--- src/rtl/cva6_axi_isolate_ctrl.sv ---
// Outstanding-transaction limiter and AW/AR isolation gate for the CVA6 AXI master port.
// Optional drain timeout is built when CVA6_ISOLATE_TIMEOUT_EN is defined.
module cva6_axi_isolate_ctrl #(
   parameter int unsigned MAX_OUTSTANDING = 8,
   parameter int unsigned TIMEOUT_CYCLES  = 1024
) (
   input  logic clk_i,
   input  logic rst_ni,
   input  logic isolate_req_i,
   output logic isolated_o,
   output logic busy_o,
   output logic timeout_o,
   output logic protocol_err_o,
   input  logic mst_aw_valid_i,
   output logic mst_aw_ready_o,
   output logic slv_aw_valid_o,
   input  logic slv_aw_ready_i,
   input  logic mst_ar_valid_i,
   output logic mst_ar_ready_o,
   output logic slv_ar_valid_o,
   input  logic slv_ar_ready_i,
   input  logic b_valid_i,
   input  logic b_ready_i,
   input  logic r_valid_i,
   input  logic r_ready_i,
   input  logic r_last_i
);

   localparam int unsigned CNT_WIDTH = $clog2(MAX_OUTSTANDING + 1);
   localparam logic [CNT_WIDTH-1:0] CNT_MAX = CNT_WIDTH'(MAX_OUTSTANDING);

   if (MAX_OUTSTANDING < 1 || MAX_OUTSTANDING > 255 || TIMEOUT_CYCLES < 1) begin : g_param_check
      $error("cva6_axi_isolate_ctrl: parameter out of range");
   end

   typedef enum logic [1:0] {
      RUN      = 2'd0,
      DRAIN    = 2'd1,
      ISOLATED = 2'd2
   } state_e;

   state_e               state_q, state_d;
   logic [CNT_WIDTH-1:0] wr_cnt_q, wr_cnt_d;
   logic [CNT_WIDTH-1:0] rd_cnt_q, rd_cnt_d;
   logic                 perr_q, perr_d;
   logic                 gate_aw, gate_ar;
   logic                 aw_acc, ar_acc, b_done, r_done;

   // Pass-through: gating depends only on registered state, so no handshake breaks mid-cycle
   assign slv_aw_valid_o = mst_aw_valid_i & ~gate_aw;
   assign mst_aw_ready_o = slv_aw_ready_i & ~gate_aw;
   assign slv_ar_valid_o = mst_ar_valid_i & ~gate_ar;
   assign mst_ar_ready_o = slv_ar_ready_i & ~gate_ar;

   assign aw_acc = slv_aw_valid_o & slv_aw_ready_i;
   assign ar_acc = slv_ar_valid_o & slv_ar_ready_i;
   assign b_done = b_valid_i & b_ready_i;
   assign r_done = r_valid_i & r_ready_i & r_last_i;

   assign busy_o         = (wr_cnt_q != '0) | (rd_cnt_q != '0);
   assign isolated_o     = (state_q == ISOLATED);
   assign protocol_err_o = perr_q;

   always_ff @(posedge clk_i or negedge rst_ni) begin : fsm_reg
      if (!rst_ni) begin
         state_q <= RUN;
      end else begin
         state_q <= state_d;
      end
   end

   always_comb begin : fsm_next
      state_d = state_q;
      gate_aw = 1'b1;
      gate_ar = 1'b1;
      case (state_q)
         RUN: begin
            gate_aw = (wr_cnt_q == CNT_MAX);
            gate_ar = (rd_cnt_q == CNT_MAX);
            if (isolate_req_i) state_d = DRAIN;
         end
         DRAIN: begin
            if (!isolate_req_i) begin
               state_d = RUN;
            end else if (wr_cnt_q == '0 && rd_cnt_q == '0) begin
               state_d = ISOLATED;
            end
         end
         ISOLATED: begin
            if (!isolate_req_i) state_d = RUN;
         end
         default: state_d = RUN;
      endcase
   end

   // Simultaneous issue and completion cancel; completions at zero are clamped and flagged
   always_comb begin : cnt_next
      wr_cnt_d = wr_cnt_q;
      rd_cnt_d = rd_cnt_q;
      if (aw_acc && !b_done) begin
         wr_cnt_d = wr_cnt_q + CNT_WIDTH'(1);
      end else if (!aw_acc && b_done && wr_cnt_q != '0) begin
         wr_cnt_d = wr_cnt_q - CNT_WIDTH'(1);
      end
      if (ar_acc && !r_done) begin
         rd_cnt_d = rd_cnt_q + CNT_WIDTH'(1);
      end else if (!ar_acc && r_done && rd_cnt_q != '0) begin
         rd_cnt_d = rd_cnt_q - CNT_WIDTH'(1);
      end
      perr_d = perr_q | (b_done & (wr_cnt_q == '0)) | (r_done & (rd_cnt_q == '0));
   end

   always_ff @(posedge clk_i or negedge rst_ni) begin : cnt_reg
      if (!rst_ni) begin
         wr_cnt_q <= '0;
         rd_cnt_q <= '0;
         perr_q   <= 1'b0;
      end else begin
         wr_cnt_q <= wr_cnt_d;
         rd_cnt_q <= rd_cnt_d;
         perr_q   <= perr_d;
      end
   end

`ifdef CVA6_ISOLATE_TIMEOUT_EN
   localparam int unsigned DRAIN_WIDTH = $clog2(TIMEOUT_CYCLES + 1);

   logic [DRAIN_WIDTH-1:0] drain_cnt_q;
   logic                   timeout_q;

   // Counts DRAIN cycles, saturating; cleared whenever the FSM is outside DRAIN
   always_ff @(posedge clk_i or negedge rst_ni) begin : drain_timer
      if (!rst_ni) begin
         drain_cnt_q <= '0;
         timeout_q   <= 1'b0;
      end else begin
         if (state_q == DRAIN && state_d == DRAIN) begin
            if (drain_cnt_q != DRAIN_WIDTH'(TIMEOUT_CYCLES)) begin
               drain_cnt_q <= drain_cnt_q + DRAIN_WIDTH'(1);
            end
         end else begin
            drain_cnt_q <= '0;
         end
         if (state_q == DRAIN && drain_cnt_q == DRAIN_WIDTH'(TIMEOUT_CYCLES - 1)) begin
            timeout_q <= 1'b1;
         end
      end
   end

   assign timeout_o = timeout_q;
`else
   assign timeout_o = 1'b0;
`endif

endmodule
--- config.mk ---
export PLATFORM = sky130hd
export DESIGN_NAME = cva6_axi_isolate_ctrl
export DESIGN_NICKNAME = d
export VERILOG_FILES = /design/src/rtl/cva6_axi_isolate_ctrl.sv
export SDC_FILE = /design/constraint.sdc
export NUM_CORES = 1
export LEC_CHECK = 0
export ABC_AREA = 1
export BUFFER_PORTS_ARGS = -buffer_cell sky130_fd_sc_hd__buf_2
export CORE_ASPECT_RATIO = 0.8
export CORE_UTILIZATION = 47
export CTS_CLUSTER_SIZE = 14
export DETAILED_ROUTE_END_ITERATION = 10
export HOLD_SLACK_MARGIN = 0.1
export PLACE_DENSITY_LB_ADDON = 0.3
export SLEW_MARGIN = 10
export SYNTH_ARGS = -nofsm -noshare
export SYNTH_HDL_FRONTEND = slang
export SYNTH_SLANG_ARGS = --single-unit
--- constraint.sdc ---
create_clock -name clk_i -period 1.7 [get_ports clk_i]
set_input_delay 0.17 -clock clk_i [delete_from_list [all_inputs] [get_ports clk_i]]
set_output_delay 0.17 -clock clk_i [all_outputs]
set_load 0.01 [all_outputs]
# Word-level counts from Yosys, hierarchy flattened
# Index checks and enable logic that the tools add are counted.
dict set report totals {
  register_bits 11
  word_cells 61
}
dict set report classes {
  add_sub_neg 4
  eq_ne 7
  n_mux 11
  bitwise 16
  reduce_logical 19
}
# op n
set op_table {}
lappend op_table {{two-way mux 4 bit} 4}
lappend op_table {{bitwise AND 1 bit} 11}
lappend op_table {{adder 4 x 1 -> 4 bit (second input constant)} 2}
lappend op_table {{== test 4 bit (second input constant)} 2}
lappend op_table {{logical NOT 4 bit} 2}
lappend op_table {{two-way mux 2 bit} 4}
lappend op_table {{nonzero test 4 bit} 2}
lappend op_table {{subtractor 4 x 1 -> 4 bit (second input constant)} 2}
lappend op_table {{logical AND 1 bit} 7}
lappend op_table {{one-hot mux 2 bit (3 select lines)} 1}
lappend op_table {{logical NOT 1 bit} 4}
lappend op_table {{!= test 2 bit (second input constant)} 2}
lappend op_table {{nonzero test 2 bit} 2}
lappend op_table {{!= test 3 bit (second input constant)} 1}
lappend op_table {{bitwise OR 1 bit} 3}
lappend op_table {{AND reduction 3 bit} 1}
lappend op_table {{== test 2 x 1 -> 1 bit (second input constant)} 1}
lappend op_table {{== test 2 bit (second input constant)} 1}
lappend op_table {{logical NOT 2 bit} 1}
lappend op_table {{two-way mux 1 bit} 2}
lappend op_table {{inverter 1 bit} 2}

# Depth between registers and ports, before layout
# Gate-level depths: netlist of run 1.
dict set report logic_depth {
  depth_word 10
  ltp_mapped 14
}

# Worst setup path after synthesis of run 1
# OpenSTA, ideal clock, no wires.
dict set report synth_timing {
  path_kind {register -> register}
  from {register rd_cnt_q[0]}
  to {register rd_cnt_q[3]}
  arrival_ns 1.714
  t_required_ns 1.583
  setup_slack_ns -0.130
  path_stages_with_launch 13
  synth_period_minus_slack_ns 1.830
  cell_sequence {dfrtp_1 nor2_1 nand2_1 nand3_2 nor2_2 nand2_2 ha_1 a21oi_1 nand2_1 nor2_1 nand3_1 nand3_1 nand2_1}
}
dict set report synth_between {
  elab_chain_len 9
}
# item line
set synth_lines {}
lappend synth_lines {{start, declared} 44} ;# logic [CNT_WIDTH-1:0] rd_cnt_q, rd_cnt_d;
lappend synth_lines {{start signal, assigned} 120} ;# rd_cnt_q <= rd_cnt_d;
lappend synth_lines {{== test 4 bit} 79} ;# gate_ar = (rd_cnt_q == CNT_MAX);
lappend synth_lines {{two-way mux 1 bit} 76} ;# case (state_q)
lappend synth_lines {{inverter 1 bit} 52} ;# assign slv_ar_valid_o = mst_ar_valid_i & ~gate_ar;
lappend synth_lines {{bitwise AND 1 bit} 52}
lappend synth_lines {{bitwise AND 1 bit} 56} ;# assign ar_acc = slv_ar_valid_o & slv_ar_ready_i;
lappend synth_lines {{logical NOT 1 bit} 107} ;# end else if (!ar_acc && r_done && rd_cnt_q != '0) begin
lappend synth_lines {{logical AND 1 bit (2 in a row)} 107}
lappend synth_lines {{nonzero test 2 bit (no line)} -}
# Parallel ways exist; a longest one is shown, timed or not. The select of a mux whose other input is x is not followed.
# A chain may end at the register's enable or synchronous reset.

# Final worst setup path of run 1
dict set report layout_timing {
  from {register rd_cnt_q[1]}
  to {register rd_cnt_q[3]}
}
# Same word-level chain as after synthesis.

==> results of run 1 <==
through the flow:
step / util, % / worst slack [ns] / power [mW] / cells
2_1_floorplan: - / -0.03828 / 1.143 / 113
3_3_place_gp: 68.40 / -0.04336 / 1.529 / 170
3_5_place_dp: 68.40 / -0.1142 / 1.575 / 170
4_1_cts: 73.00 / -0.1222 / 1.802 / 179
5_1_grt: 76.32 / -0.2992 / 2.057 / 182
6_report: 76.32 / -0.1894 / 1.926 / 182
kinds of logic after synthesis:
| kind of cell | synth area share [%] |
|---|---|
| AO/OA/AOI/OAI | 6.607 |
| XOR/XNOR | 2.056 |
| adder cells (fa/ha/maj) | 10.57 |
| buffers and inverters | 7.049 |
| flip-flops | 32.30 |
| other | 0.4401 |
| AND/OR/NAND/NOR | 40.97 |
critical path: cells and delay by family, from the launching register on:
| family | cells | cell delay (ns) |
|---|---|---|
| and+or+nand+nor | 11 | 1.12 |
| AOI/OAI and AO/OA | 1 | 0.11 |
| DFF | 1 | 0.38 |
| adders and majority gates | 1 | 0.22 |
flip-flops by register name, summed over array words and instances, names as in the netlist:
register / count
rd_cnt_q: 4
wr_cnt_q: 4
protocol_err_o: 1
state_q: 2
power by group through the flow:
stage	Clock, mW	Sequential, mW	Combinational, mW
after floorplan	0	0.507	0.636
after global placement	0	0.438	1.09
after detailed placement	0	0.443	1.13
after CTS	0.183	0.439	1.18
after global routing	0.191	0.451	1.42
final	0.181	0.444	1.30
cells in the final DEF (no fill, tap or decap), types with 3 or more instances in the layout:
cell / netlist / layout
buf_2: 0 / 18
nand2_2: 5 / 5
nor2_4: 2 / 3
dfrtp_1: 11 / 11
nand3_1: 11 / 9
inv_1: 12 / 12
nor2_2: 4 / 3
nor2_1: 9 / 9
buf_4: 1 / 24
nand2_1: 34 / 33
clkbuf_4: 0 / 3
routing by layer:
layer	wire (um)	vias up	part of all wire [%]	global-route usage [%]
li1	-	454	-	-
met1	1061	441	45	28.47
met2	1118	37	48	34.80
met3	143	4	6.1	6.818
met4	23	0	0.98	7.857
met5	0	-	0	0
final timing paths:
check                      cells past startpoint                  endpoint                     start  slack (ns)
setup reg to reg                              13   rd_cnt_q[3]$_DFFE_PN0P_   rd_cnt_q[1]$_DFFE_PN0P_       -0.19
max in group asynchronous                      2   rd_cnt_q[1]$_DFFE_PN0P_                    rst_ni        1.18
hold / removal                                 3    state_q[0]$_DFFE_PN0P_             isolate_req_i        0.14
min in group asynchronous                      2    state_q[0]$_DFFE_PN0P_                    rst_ni        0.30
hold reg to reg                                2  protocol_err_o$_DFF_PN0_  protocol_err_o$_DFF_PN0_        0.50
setup / recovery                              13   rd_cnt_q[3]$_DFFE_PN0P_   rd_cnt_q[1]$_DFFE_PN0P_       -0.19
layout make-up:
cell class | instances | share of cell area [%]
multi-input cells | 87 | 46.84
repair buffers | 44 | 23.02
flip-flops and latches | 11 | 21.74
inverters | 14 | 4.150
well taps | 22 | 2.174
clock buffers | 4 | 2.075
timing repair:
item	in CTS	in global routing
resized for setup	3	7
setup endpoints to repair	4	7
hold endpoints to repair	11	0
hold buffers	1	0
pin swaps	9	7
setup buffers	4	3
==> metrics.md, run 1 <==
| Metric | Value |
|---|---|
| Synth area leader | dfrtp_1 |
| Finished Cell Area | 0.001266 mm^2 |
| Fraction of layout cells with a size suffix above 1 | between 40% and 50% |
| Clock root buffer | clkbuf_4 |
| Seq pwr share | a little under a quarter |
| Die X | between 40 and 50 um |
| Ys async rst share | 100.0% |
| Top post-synthesis cells by area | dfrtp_1 32%, nand2_1 15%, nand3_1 6.5%, ha_1 5.9%, inv_1 5.3% |
| Crit-path cells | nor2_1 > nand2_1 > nand3_4 > nor2_4 > nand2_4 > ha_4 > a21oi_2 > nand2_1 > nor2_1 > nand3_1 > nand2_1 > nand2_1 > nand2_1 |
| Area post-placement | 0.001135 mm^2 |
| CTS Buffer Depth | 2 |
| DR WL/cell | 12.89 um |
| Fin nets | 179 |
| Via/cell ratio | about 5.1 |
| Number of fillers in the final layout | around 120 |
| Final wirelength | between 2000 and 2500 um |
| GR Overflow Total | 0 |
| Vias in the first global route | between 700 and 800 |
| Final GP Congestion | 0.7428 |
| Final TNS setup | -0.7094 ns |
| FP Rows | 13 |
| Final critical-path share of the clock period | 111.1% |
| Initial antenna violation count | 0 |
| Core area | 0.001659 mm^2 |
| Critical Path AT | 2.11 ns |
| Worst Skew | between 0.008 and 0.009 ns |
| Seq cells post-synth | 11 |
| CTS Buf Count | 3 |
| I/O Buffers | 18 |
| Ys flop type | dfrtp_1 |
| Setup CP Type | flop to flop |
| Leakage | 0.6755 nW |
| Highest cell delay on the worst timing path | 0.38 ns |
| PwrDens | about 1500 mW/mm^2 |
| Logic pwr share | 67.6% |
| Hold Path Class | primary input to flop |
| Die height | 40.08 um |
| Violated checks | setup timing |
| Worst Hold Slack | 0.1366 ns |
| Max-cap violations | 0 |
| Residual DRC count | 0 |
| Status | finished with violations |
| Final hold vios | 0 |
| Pre-antenna DRT Iters | 4 |
| Die area | 0.001988 mm^2 |
| Synth Instances | 113 |
| Vias | 936 |
| Switch share | 44.73% |
| Psw | 861.8 uW |
| Clock slew at reported path FFs | 0.07 ns |
| GRT Overall Usage | 21.83% |
| Post-DRT Antenna Nets | 0 |
| Max Clock Freq | between 500 and 600 MHz |
| RSZ-0062 raised after global routing | yes |
| Post-synth EDFFs | 0 |
| VDD IR max | 0.001009 V |
| Cell internal pwr | 1.065 mW |
| Initial core utilization | 51.36% |
| Register area share after synthesis | between 30% and 40% |
| Diode count | 0 |
| DR iter-0 viols | 25 |
| Clock sink count | 11 |
| Ports | 20 |
| Htree depth | 1 |
| CP Launch Type | flop |
| Most frequent cells after synthesis | 34 x nand2_1, 12 x inv_1, 11 x dfrtp_1, 11 x nand3_1, 9 x nor2_1 |
| Yosys cell types | 22 |
| Largest net degree at the start of global routing | 12 |
| CTS tree | yes |
| Crit path required time | 1.92 ns |
| Area of the multi-input gates | 593.1 um^2 |
| Reg area | 275.3 um^2 |
| Syn Area/Cell | between 7 and 8 um^2 |
| Worst skew pair latency | 0.28 ns |
| Hpwl dp | between 1500 and 2000 um |
| Clock network fraction of design power | 9.4% |
| Crit path max fanout | 4 |
| Minimum clock period | 1.889 ns |
| Crit end category | flop |
| Final Max Tran Viols | 0 |
| Synth top area share | about a third |
| First-pass GRT wire length | slightly above 3000 um |
| CP most frequent cell | nand2_1 |
| Synth Cell Area | 852.1 um^2 |
| Worst Slack Setup Final | -0.1894 ns |
| Yosys warns | 0 |
| Final setup vio count | 6 |
| Area Overhead vs Synth | 48.60% |
| Slowest CP cell | dfrtp_1 |
| Most common cell in the netlist | nand2_1 |
| Synth Net Count | 131 |
Note: power is estimated with default switching activity, not from simulation.
==> run 2, diff against run 1 <==
--- a/config.mk
+++ b/config.mk
@@ -8,12 +8,12 @@
 export ABC_AREA = 1
 export BUFFER_PORTS_ARGS = -buffer_cell sky130_fd_sc_hd__buf_2
 export CORE_ASPECT_RATIO = 0.8
-export CORE_UTILIZATION = 47
+export CORE_UTILIZATION = 41
 export CTS_CLUSTER_SIZE = 14
 export DETAILED_ROUTE_END_ITERATION = 10
 export HOLD_SLACK_MARGIN = 0.1
 export PLACE_DENSITY_LB_ADDON = 0.3
-export SLEW_MARGIN = 10
+export SLEW_MARGIN = 40
 export SYNTH_ARGS = -nofsm -noshare
 export SYNTH_HDL_FRONTEND = slang
 export SYNTH_SLANG_ARGS = --single-unit
==> run 2 against run 1 <==
The run still ends with setup timing left. Setup slack gained 0.066 ns. Count of clock-buffer cells in the layout is the same. Hold slack gained 0.012 ns. Sequential share of layout area shrank 1.9 points. Clock skew shrank 0.0037 ns. Clock power shrank 6%. Sequential power grew 4%. Cell count grew 5.5%. Critical endpoint is now mst_ar_ready_o.
==> metrics.md, run 2 (same netlist as run 1, synthesis figures left out) <==
| Metric | Value |
|---|---|
| Commonest non-fill, non-tap cell in the layout | buf_4 |
| Clock network fraction of design power | 8.1% (-1.3 points) |
| Initial antenna violation count | 0 (unchanged) |
| Via/cell ratio | 4.885 (-5.0%) |
| Vias | 938 (+0.21%) |
| Die area | 0.002266 mm^2 (+14%) |
| GRT Overall Usage | 21.39% (-0.45 points) |
| Crit end category | primary output |
| Seq pwr share | 21.9% (-1.2 points) |
| Worst skew pair latency | 0.26 ns (-0.02 ns) |
| Number of fillers in the final layout | 130 (+10%) |
| VDD IR max | 0.001178 V (+17%) |
| Final GP Congestion | 0.8715 (+17%) |
| First-pass GRT wire length | 3450 um (+11%) |
| CTS Buf Count | 3 (unchanged) |
| Switch share | 43.86% (-0.87 points) |
| Worst Skew | 0.005002 ns (-0.003707 ns) |
| Reg area | 275.3 um^2 (unchanged) |
| DR iter-0 viols | 11 (-56%) |
| FP Rows | 14 (+1) |
| Cell internal pwr | 1.181 mW (+11%) |
| Setup CP Type | flop to primary output |
| Crit-path cells | inv_2 > nor2_4 > nand2_2 > nand3_2 > buf_4 > buf_4 > buf_4 > buf_4 > inv_1 > buf_2 |
| Htree depth | 1 (unchanged) |
| PwrDens | 1519 mW/mm^2 (-0.18%) |
| CP most frequent cell | buf_4 |
| Crit path required time | 1.53 ns (-0.39 ns) |
| Diode count | 0 (unchanged) |
| Fraction of layout cells with a size suffix above 1 | 53.57% (+7.9 points) |
| Core area | 0.001909 mm^2 (+15%) |
| Residual DRC count | 0 (unchanged) |
| Final setup vio count | 7 (+1) |
| Minimum clock period | 1.823 ns (-0.06620 ns) |
| Die X | 52.97 um (+6.8%) |
| Post-DRT Antenna Nets | 0 (unchanged) |
| Psw | 922.6 uW (+7.1%) |
| Clock sink count | 11 (unchanged) |
| Clock root buffer | clkbuf_4 |
| Leakage | 0.7201 nW (+6.6%) |
| Ports | 20 (unchanged) |
| Dpl ws | -0.1352 ns (-0.02109 ns) |
| Highest cell delay on the worst timing path | 0.40 ns (+0.02 ns) |
| Crit path max fanout | 2 (-2) |
| Max-cap violations | 0 (unchanged) |
| Slowest CP cell | dfrtp_1 |
| CTS Buffer Depth | 2 (unchanged) |
| Logic pwr share | 70.0% (+2.4 points) |
| Final wirelength | 2463 um (+5.0%) |
| I/O Buffers | 18 (unchanged) |
| Pre-antenna DRT Iters | 4 (unchanged) |
| Hpwl dp | 1572 um (-2.0%) |
| DR WL/cell | 12.83 um (-0.48%) |
| Most frequent cells in the layout | 29 x buf_4, 28 x nand2_1, 18 x buf_2 |
| Initial core utilization | 44.63% (-6.7 points) |
| Vias in the first global route | 838 (+11%) |
| Largest registers | rd_cnt_q (4), wr_cnt_q (4), state_q (2) |
| Final core occ | 72.54% (-3.8 points) |
| Critical Path AT | 1.65 ns (-0.46 ns) |
| RSZ-0062 raised after global routing | yes |
| Hold Path Class | primary input to flop |
| Status | finished with violations |
| Clock slew at reported path FFs | 0.06 ns (about the same) |
| Final Max Tran Viols | 0 (unchanged) |
| Area of the multi-input gates | 638.1 um^2 (+7.6%) |
| Worst Slack Setup Final | -0.1232 ns (+0.06620 ns) |
| Violated checks | setup timing |
| Die height | 42.78 um (+6.7%) |
| Area Overhead vs Synth | 62.56% |
| Final hold vios | 0 (unchanged) |
| Fin nets | 187 (+4.5%) |
| GR Overflow Total | 0 (unchanged) |
| CTS tree | yes |
| Largest net degree at the start of global routing | 12 (unchanged) |
| Final critical-path share of the clock period | 107.2% (-3.9 points) |
| Final TNS setup | -0.6344 ns (+0.07500 ns) |
| CP Launch Type | flop |
| Max Clock Freq | 548.5 MHz (+3.6%) |
[run 2: changes by cell type in the layout (fill, tap and decap cells not counted), sizes merged]
cell	before	now
buf	43	51
[run 2: path summary, 6_finish.rpt]
| kind | startpoint | end | slack [ns] | depth (start not counted) |
|---|---|---|---|---|
| max in group asynchronous | rst_ni | rd_cnt_q[1]$_DFFE_PN0P_ | 1.20 | 2 |
| hold reg to reg | protocol_err_o$_DFF_PN0_ | protocol_err_o$_DFF_PN0_ | 0.49 | 2 |
| hold / removal | isolate_req_i | state_q[0]$_DFFE_PN0P_ | 0.15 | 3 |
| setup reg to reg | rd_cnt_q[3]$_DFFE_PN0P_ | rd_cnt_q[3]$_DFFE_PN0P_ | -0.12 | 13 |
| min in group asynchronous | rst_ni | state_q[0]$_DFFE_PN0P_ | 0.30 | 2 |
| setup / recovery | rd_cnt_q[3]$_DFFE_PN0P_ | mst_ar_ready_o | -0.12 | 10 |
[run 2: stage by stage]
step                      instances  hold slack (ns)  area [um^2]  total power [mW]
after floorplan                 113          -0.1256        889.6             1.143
after global placement          172          0.04550         1137             1.545
after detailed placement        172          0.04525         1137             1.580
after CTS                       186           0.1456         1272             1.897
after global routing            192           0.1617         1385             2.276
final                           192           0.1488         1385             2.103
[run 2: cell type report]
class | count | share of cell area (%)
tap | 24 | 2.168
timing repair buffer | 52 | 26.20
inverter | 14 | 3.794
multi-input combinational | 87 | 46.07
clock buffer | 4 | 1.897
sequential | 11 | 19.87
[run 2: critical path: cells and delay by family (launching register included)]
| kind | cells | cell delay (ns) |
|---|---|---|
| flip-flops | 1 | 0.40 |
| buffers and inverters | 7 | 0.76 |
| AND/OR/NAND/NOR | 3 | 0.24 |
[run 2: metal layers]
layer	up-vias	GRT usage (%)	part of all wire [%]	wire length (um)
li1	471	-	-	-
met1	451	28.05	45	1104
met2	14	34.94	52	1279
met3	2	6.452	2.3	57
met4	0	3.684	0.85	21
met5	-	0	0	0
[run 2: timing repair]
action / CTS / global route
buffers inserted: 9 / 9
endpoints found under the setup margin: 4 / 10
pin swaps: 13 / 8
gates resized for setup: 7 / 16
hold buffers: 1 / 0
hold endpoints to repair: 11 / 0
[run 2: power groups by stage]
| stage | combinational, mW | clock [mW] | sequential (mW) |
|---|---|---|---|
| after floorplan | 0.636 | 0 | 0.507 |
| after global placement | 1.11 | 0 | 0.438 |
| after detailed placement | 1.13 | 0 | 0.445 |
| after CTS | 1.28 | 0.175 | 0.446 |
| after global routing | 1.61 | 0.190 | 0.474 |
| final | 1.47 | 0.170 | 0.461 |
==> run 3, diff against run 2 <==
--- a/config.mk
+++ b/config.mk
@@ -9,9 +9,11 @@
 export BUFFER_PORTS_ARGS = -buffer_cell sky130_fd_sc_hd__buf_2
 export CORE_ASPECT_RATIO = 0.8
 export CORE_UTILIZATION = 41
+export CTS_BUF_LIST = sky130_fd_sc_hd__clkbuf_4
 export CTS_CLUSTER_SIZE = 14
 export DETAILED_ROUTE_END_ITERATION = 10
 export HOLD_SLACK_MARGIN = 0.1
+export MAX_ROUTING_LAYER = met4
 export PLACE_DENSITY_LB_ADDON = 0.3
 export SLEW_MARGIN = 40
 export SYNTH_ARGS = -nofsm -noshare
==> run 3 against run 2 <==
Wire length shrank 2.2%. The run still ends with setup timing left. Register-to-register slack is essentially flat. Combinational power is essentially flat. Largest power group unchanged. First-iteration DRC count grew 55%. Clock skew grew 0.0021 ns. Highest routed layer is now met3. Flip-flop and latch count is the same.
==> metrics.md, run 3 (same netlist as run 1, synthesis figures left out) <==
| Metric | Value |
|---|---|
| Diode count | 0 (unchanged) |
| Crit path max fanout | 2 (unchanged) |
| Area post-placement | 0.001137 mm^2 (unchanged) |
| Crit path required time | 1.53 ns (about the same) |
| Crit end category | primary output |
| Worst Hold Slack | 0.1498 ns (+0.001078 ns) |
| First-pass GRT wire length | 3456 um (+0.17%) |
| Post-route insts no fill | 192 (unchanged) |
| Vias | 946 (+0.85%) |
| Worst skew pair latency | 0.26 ns (about the same) |
| Largest registers | rd_cnt_q (4), wr_cnt_q (4), state_q (2) |
| Final critical-path share of the clock period | 107.0% (-0.24 points) |
| Area Overhead vs Synth | 62.56% (unchanged) |
| I/O Buffers | 18 (unchanged) |
| Metal2 WL | 1220 um (-4.6%) |
| CP most frequent cell | buf_4 |
| CTS Buf Count | 3 (unchanged) |
| CP delay by family, top | buffers and inverters |
| Clock network fraction of design power | 8.7% (+0.6 points) |
| Minimum clock period | 1.819 ns (-0.004109 ns) |
| Worst Skew | 0.007059 ns (+0.002058 ns) |
| Clock slew at reported path FFs | 0.07 ns (about the same) |
| Clock sink count | 11 (unchanged) |
| Final Max Tran Viols | 0 (unchanged) |
| Max-cap violations | 0 (unchanged) |
| Vias in the first global route | 838 (unchanged) |
| Final wirelength | 2410 um (-2.2%) |
| DR iter-0 viols | 17 (+6) |
| Final GP Congestion | 0.8858 (+1.6%) |
| Psw | 920.3 uW (-0.25%) |
| Reg area | 275.3 um^2 (unchanged) |
| GR Overflow Total | 0 (unchanged) |
| Highest cell delay on the worst timing path | 0.41 ns (about the same) |
| VDD IR max | 0.001043 V (-11%) |
| Most frequent cells in the layout | 30 x buf_4, 28 x nand2_1, 18 x buf_2 |
| Hold Path Class | primary input to flop |
| Number of fillers in the final layout | 127 (-2.3%) |
| Ports | 20 (unchanged) |
| RSZ-0062 raised after global routing | yes |
| Initial core utilization | 44.63% (unchanged) |
| Switch share | 43.28% (-0.59 points) |
| Max Clock Freq | 549.7 MHz (+0.23%) |
| Leakage | 0.7216 nW (+0.21%) |
| CTS tree | yes |
| PwrDens | 1535 mW/mm^2 (+1.1%) |
| Residual DRC count | 0 (unchanged) |
| Worst Slack Setup Final | -0.1191 ns (+0.004109 ns) |
| Die X | 52.97 um (unchanged) |
| Via/cell ratio | 4.927 (+0.85%) |
| FP Rows | 14 (unchanged) |
| Setup CP Type | flop to primary output |
| Largest net degree at the start of global routing | 12 (unchanged) |
| Final setup vio count | 6 (-1) |
| Crit-path cells | inv_2 > nor2_4 > nand2_2 > nand3_2 > buf_4 > buf_4 > buf_4 > buf_4 > inv_1 > buf_2 |
| Critical Path AT | 1.65 ns (about the same) |
| Placed insts | 172 (unchanged) |
| Fin nets | 187 (unchanged) |
| Die area | 0.002266 mm^2 (unchanged) |
| Status | finished with violations |
| Final hold vios | 0 (unchanged) |
| Initial antenna violation count | 0 (unchanged) |
| Slowest CP cell | dfrtp_1 |
| Pre-antenna DRT Iters | 4 (unchanged) |
| CTS Buffer Depth | 2 (unchanged) |
| Seq pwr share | 21.9% (about the same) |
| Finished Cell Area | 0.001385 mm^2 (unchanged) |
| DR top layer | met3 |
| Wl on met1 | 1128 um (+2.2%) |
| Post-DRT Antenna Nets | 0 (unchanged) |
| Met3 Routed Length | 62 um (+8.8%) |
| GRT Overall Usage | 21.98% (+0.59 points) |
| Cell internal pwr | 1.206 mW (+2.2%) |
| Area of the multi-input gates | 638.1 um^2 (unchanged) |
| Commonest non-fill, non-tap cell in the layout | buf_4 |
| Violated checks | setup timing |
| Clock root buffer | clkbuf_4 |
| Htree depth | 1 (unchanged) |
| DR WL/cell | 12.55 um (-2.2%) |
| CP Launch Type | flop |
| Die height | 42.78 um (unchanged) |
| Core area | 0.001909 mm^2 (unchanged) |
| Buf/Inv on CP | 7 (unchanged) |
| Logic pwr share | 69.4% (-0.6 points) |
| Hpwl dp | 1572 um (unchanged) |
| Fraction of layout cells with a size suffix above 1 | 54.17% (+0.60 points) |
| Pwr Total | 2.127 mW (+1.1%) |
==> run 3: metrics by stage <==
step | setup TNS (ns) | util (%) | setup WS (ns)
after global placement | -0.1183 | 59.57 | -0.08398
after detailed placement | -0.2400 | 59.57 | -0.1352
after global routing | -1.148 | 72.54 | -0.1926
final | -0.6138 | 72.54 | -0.1191
after floorplan | -0.03828 | - | -0.03828
after CTS | -0.1689 | 66.97 | -0.06195
==> run 3: area by class of cell <==
class                   instances  share of cell area (%)
repair buffers                 52                   25.93
clock buffers                   4                   2.168
well taps                      24                   2.168
inverters                      14                   3.794
flip-flops and latches         11                   19.87
multi-input cells              87                   46.07
==> run 3: power groups by stage <==
stage / Clock (mW) / Combinational [mW] / Sequential [mW]
after floorplan: 0 / 0.636 / 0.507
after global placement: 0 / 1.11 / 0.438
after detailed placement: 0 / 1.13 / 0.445
after CTS: 0.190 / 1.28 / 0.446
after global routing: 0.205 / 1.61 / 0.476
final: 0.186 / 1.48 / 0.465
==> run 3: worst min-delay path, delay by kind of cell <==
kind / cells / cell delay (ns)
buffers and inverters: 1 / 0.11
and+or+nand+nor: 1 / 0.06
AOI/OAI and AO/OA: 1 / 0.03
==> run 3: path summary, 6_finish.rpt <==
check                                          from  slack, ns                        to  depth (start not counted)
hold / removal                        isolate_req_i       0.15    state_q[0]$_DFFE_PN0P_                          3
setup / recovery            rd_cnt_q[3]$_DFFE_PN0P_      -0.12            mst_ar_ready_o                         10
max in group asynchronous                    rst_ni       1.20   rd_cnt_q[1]$_DFFE_PN0P_                          2
setup reg to reg             state_q[1]$_DFFE_PN0P_      -0.11   wr_cnt_q[2]$_DFFE_PN0P_                          8
hold reg to reg            protocol_err_o$_DFF_PN0_       0.49  protocol_err_o$_DFF_PN0_                          2
min in group asynchronous                    rst_ni       0.30    state_q[0]$_DFFE_PN0P_                          2
==> run 3: routing by layer <==
layer	global-route usage, %	up-vias
met4	3.684	0
met5	-	-
met1	28.51	462
met3	6.452	0
li1	-	472
met2	34.43	12
==> run 3: what timing repair did <==
item | CTS | global route
hold buffers | 1 | 0
pin swaps | 14 | 4
endpoints found under the hold margin | 11 | 0
gates resized for setup | 8 | 14
buffers inserted | 9 | 7
endpoints found under the setup margin | 4 | 10
